<file path="src/rtl/i2s_receiver.sv">
// i2s_receiver: I2S slave deserialiser producing left/right sample pairs; define I2S_RX_MONO_EN to add mono_out.
module i2s_receiver #(
  parameter int DATA_WIDTH = 16,
  parameter int SLOT_BITS = 16
) (
  input  logic                  serial_clk,
  input  logic                  reset,
  input  logic                  word_select,
  input  logic                  sound_bit_in,
  output logic [DATA_WIDTH-1:0] left_out,
  output logic [DATA_WIDTH-1:0] right_out,
  output logic                  sample_valid,
  output logic                  frame_error,
`ifdef I2S_RX_MONO_EN
  output logic [DATA_WIDTH-1:0] mono_out,
`endif
  output logic                  locked
);
  localparam int CW = SLOT_BITS > 1 ? $clog2(SLOT_BITS) : 1;
  localparam logic [CW-1:0] LAST = CW'(SLOT_BITS - 1);
  typedef enum logic {SYNC_WAIT, RECEIVING} state_t;
  state_t state;
  logic ws_d, hold_valid, ws_edge, shift_en, good;
  logic [CW-1:0] bit_cnt;
  logic [DATA_WIDTH-1:0] shift_reg, left_hold, word;
`ifdef I2S_RX_MONO_EN
  logic [DATA_WIDTH:0] mono_sum;
  assign mono_sum = {left_hold[DATA_WIDTH-1], left_hold} + {word[DATA_WIDTH-1], word};
`endif
  always_comb begin
    ws_edge = word_select != ws_d;
    shift_en = int'(bit_cnt) < DATA_WIDTH;
    word = shift_en ? {shift_reg[DATA_WIDTH-2:0], sound_bit_in} : shift_reg;
    good = bit_cnt == LAST;
  end
  // The edge-cycle bit is the previous word's LSB, so the completed word includes it.
  always_ff @(posedge serial_clk or negedge reset) begin
    if (!reset) begin
      state <= SYNC_WAIT;
      ws_d <= 1'b0;
      bit_cnt <= '0;
      shift_reg <= '0;
      left_hold <= '0;
      hold_valid <= 1'b0;
      left_out <= '0;
      right_out <= '0;
      sample_valid <= 1'b0;
      frame_error <= 1'b0;
      locked <= 1'b0;
`ifdef I2S_RX_MONO_EN
      mono_out <= '0;
`endif
    end else begin
      ws_d <= word_select;
      shift_reg <= word;
      bit_cnt <= ws_edge ? '0 : bit_cnt + 1'b1;
      sample_valid <= 1'b0;
      frame_error <= 1'b0;
      if (state == SYNC_WAIT) begin
        if (ws_edge && !word_select) begin
          state <= RECEIVING;
          locked <= 1'b1;
        end
      end else if (ws_edge) begin
        if (!good) begin
          frame_error <= 1'b1;
          hold_valid <= 1'b0;
        end else if (word_select) begin
          left_hold <= word;
          hold_valid <= 1'b1;
        end else if (hold_valid) begin
          left_out <= left_hold;
          right_out <= word;
          sample_valid <= 1'b1;
          hold_valid <= 1'b0;
`ifdef I2S_RX_MONO_EN
          mono_out <= mono_sum[DATA_WIDTH:1];
`endif
        end
      end else if (good) begin
        frame_error <= 1'b1;
        hold_valid <= 1'b0;
        state <= SYNC_WAIT;
        locked <= 1'b0;
      end
    end
  end
endmodule

</file>
<file path="config.mk">
export PLATFORM = sky130hd
export DESIGN_NAME = i2s_receiver
export DESIGN_NICKNAME = d
export VERILOG_FILES = /design/src/rtl/i2s_receiver.sv
export SDC_FILE = /design/constraint.sdc
export NUM_CORES = 1
export LEC_CHECK = 0
export ABC_AREA = 1
export CORE_MARGIN = 1.5
export CORE_UTILIZATION = 50
export DETAILED_ROUTE_END_ITERATION = 8
export PLACE_DENSITY = 0.81
export SLEW_MARGIN = 20
export SYNTH_ARGS = -nofsm -noshare
export SYNTH_HDL_FRONTEND = slang
export SYNTH_SLANG_ARGS = --single-unit
</file>
<file path="constraint.sdc">
create_clock -name serial_clk -period 1.7 [get_ports serial_clk]
set_clock_uncertainty 0.05 [all_clocks]
set_input_delay 0.255 -clock serial_clk [delete_from_list [all_inputs] [get_ports serial_clk]]
set_output_delay 0.255 -clock serial_clk [all_outputs]
set_load 0.01 [all_outputs]
</file>
==> impl_metrics.py <==
metrics = {
    "critical_path": {
        "reg2reg_to": "left_out[10]",
        "crit_family": "buffers and inverters",
        "slowest_delay_ns": 0.55,
        "cp.required_ns": 1.39,
        "cp_num_buf_inv": 1,
        "cp_max_fo": 2,
        "crit_chain": "clkdlybuf4s50_1",
        "critPathKind": "register to output pin",
        "cp_slowest_cell": "clkdlybuf4s50_1",
        "r2r_cells": 7,
        "critical_path.endpoint_type": "output pin",
        "rr_startpoint": "bit_cnt[0]",
        "crit_path_start_kind": "register",
        "rrSetupSlack_ns": 0.25,
        "arrival_ns": 1.27,
    },
    "synthesis": {
        "synth_cells": 271,
        "syn_area_per_cell_um2": 10.2,
        "ys_ff_latch": 73,
        "ys.warnings.count": 0,
        "ys_seq_area_share_pct": 65.8,
        "synth.cell_area_um2": 2780,
        "synth.distinct_cells": 17,
        "syn_nets": 278,
    },
    "clocking": {
        "clk_pin_slew_worst_paths_ns": 0.07,
        "cts_sinks": 73,
        "cts-root-buf": "clkbuf_8",
        "post_cts_buffers": 0,
        "clock_latency_ns": 0.34,
        "numCtsBuffers": 9,
        "h-tree-depth": 3,
        "cts_buffer_depth": 2,
        "cts_tree": "done",
    },
    "grt": {
        "grt.overflow.total": 0,
        "track_usage_pct": 19.1,
        "grt_pass1_vias": 1930,
        "grt_max_degree": 33,
        "antenna_found_initial": 0,
        "grt_pass1_wl_mm": 8.79,
    },
    "timing": {
        "worst_slew_pin_slew_ns": 0.396,
        "maxSlewHeadroom_pct": 73.6,
        "worst_slack_ns": 0.124,
        "hold_viol": 0,
        "post-route-period-util_pct": 92.7,
        "setup_violations": 0,
        "period_needed_ns": 1.58,
        "slew_viol_final": 0,
        "rsz0062_at_grt": "false",
        "fmax_mhz": 635,
    },
    "power": {
        "p_leak_nw": 1.87,
        "vdd_drop_max_uv": 619,
        "seqPwrFrac_pct": 52.4,
        "clkPwrFrac_pct": 43.4,
        "p_comb_share_pct": 4.1,
        "swShare_pct": 20.2,
        "internal-power_mw": 2.74,
        "p_sw_mw": 0.696,
        "p_per_area_nw_per_um2": 961,
    },
    "floorplan": {
        "start_util_pct": 53.0,
        "die_w_um": 77.5,
        "ioPinCount": 39,
        "core_um2": 5240,
        "rows": 26,
        "die_h_um": 77.5,
        "fp.dieArea_um2": 6010,
    },
    "cells_and_area": {
        "regArea_um2": 1830,
        "nFillCells": 423,
        "multi_input_area_um2": 828,
        "final_area_um2": 3570,
        "drive_gt1_share_pct": 12.2,
        "area_growth_pct": 28.7,
        "insertedDiodeCount": 0,
        "top_regs": "left_hold x16, left_out x16, right_out x16",
        "fin_nets": 330,
    },
    "status": {
        "status": "finished clean",
    },
    "drt": {
        "via_per_inst": 4.97,
        "drtIter0Drc": 129,
        "firstDrtPassIters": 4,
        "drc": 0,
        "drt-wirelength-per-cell_um": 13.3,
        "ant_nets": 0,
        "num_vias": 1978,
        "drt-total-wl_mm": 5.29,
    },
    "min_path": {
        "hold_class": "input port to asynchronous set/reset pin",
    },
    "place": {
        "gp_congestion": 0.773,
        "dpl_cell_area_um2": 3300,
        "hpwl_mm": 3.46,
        "dp_slack_ns": -0.270,
        "io_buffers": 38,
    },
    "job": {
        "drv_cap": 0,
    },
}
[what timing repair did]
| action | 4_1_cts | 5_1_grt |
|---|---|---|
| hold buffers | 1 | 0 |
| setup endpoints to repair | 0 | 2 |
| hold endpoints to repair | 12 | 0 |
| gates resized for setup | 0 | 1 |
[worst max-delay path by stage]
stage          cells after the start        start             to
2_1_floorplan                      7         ws_d  left_hold[10]
3_3_place_gp                       9  word_select   left_out[15]
3_5_place_dp                       9  word_select   left_out[15]
4_1_cts                            9  word_select   left_out[15]
5_1_grt                            9  word_select    left_out[8]
6_report                           1  left_out[0]    left_out[0]
[cells in the mapped netlist, drive strengths merged]
library cell,instances,area (um2)
nand2,122,460
dfrtp,73,1830
nand3,37,215
nor2,13,87.6
buf,11,101
inv,9,33.8
ha,3,37.5
a21oi,1,5.00
nor3,1,5.00
o21ai,1,5.00
[worst reg2reg max path, cell delays in order, from the launching register on]
cell	delay, ns
dfrtp_1	0.39
ha_1	0.24
nand2_2	0.12
nor2_8	0.15
nand3_4	0.11
buf_12	0.17
nand2_1	0.07
nand2_1	0.05
[per-stage QoR]
stage | hold slack, ns | util, % | setup TNS (ns) | total power [mW] | std cells
6_report | 0.317 | 68.3 | 0 | 3.44 | 398
3_3_place_gp | 0.142 | 63.1 | -8.94 | 1.96 | 380
3_5_place_dp | 0.141 | 63.1 | -11.35 | 1.97 | 380
5_1_grt | 0.365 | 68.3 | 0 | 3.54 | 398
2_1_floorplan | -0.0906 | - | 0 | 1.88 | 271
4_1_cts | 0.312 | 67.5 | 0 | 3.46 | 397
[cell type report]
cell class | count | share of cell area [%]
Clock buffer | 14 | 4.55
Clock inverter | 2 | 1.68
Inverter | 9 | 0.945
Multi-Input combinational cell | 178 | 23.2
Sequential cell | 73 | 51.1
Tap cell | 70 | 2.45
Timing Repair Buffer | 52 | 16.1
[power by group through the flow]
stage	logic, mW	clock network [mW]	registers, mW
6_report	0.142	1.49	1.80
5_1_grt	0.161	1.58	1.81
4_1_cts	0.140	1.52	1.80
3_5_place_dp	0.134	0	1.83
3_3_place_gp	0.131	0	1.83
2_1_floorplan	0.0463	0	1.83
[layout by cell type (no fill, tap or decap), drive strengths merged]
| cell type | count |
|---|---|
| buf | 13 |
| clkbuf | 15 |
| dlygate4sd3 | 1 |
| nand2 | 122 |
| a21oi | 1 |
| ha | 3 |
| inv | 9 |
| clkdlybuf4s50 | 37 |
| nor3 | 1 |
| o21ai | 1 |
| bufinv | 2 |
| nor2 | 13 |
| dfrtp | 73 |
| nand3 | 37 |
[kinds of logic (layout without fill, tap and decap cells)]
group	after synthesis	in the layout	share of synthesized area (%)
DFF	73	73	65.8
adders and majority gates	3	3	1.35
AOI/OAI and AO/OA	2	2	0.360
buffers and inverters	20	77	4.86
and+or+nand+nor	173	173	27.7
[layer usage]
metal	vias to the layer above	routed length, um	GRT usage [%]
met4	0	113	9.27
met3	14	216	3.53
met2	45	2500	30.1
li1	956	-	-
met1	963	2460	25.6
met5	-	0	0
Note: power is estimated with default switching activity, not from simulation.
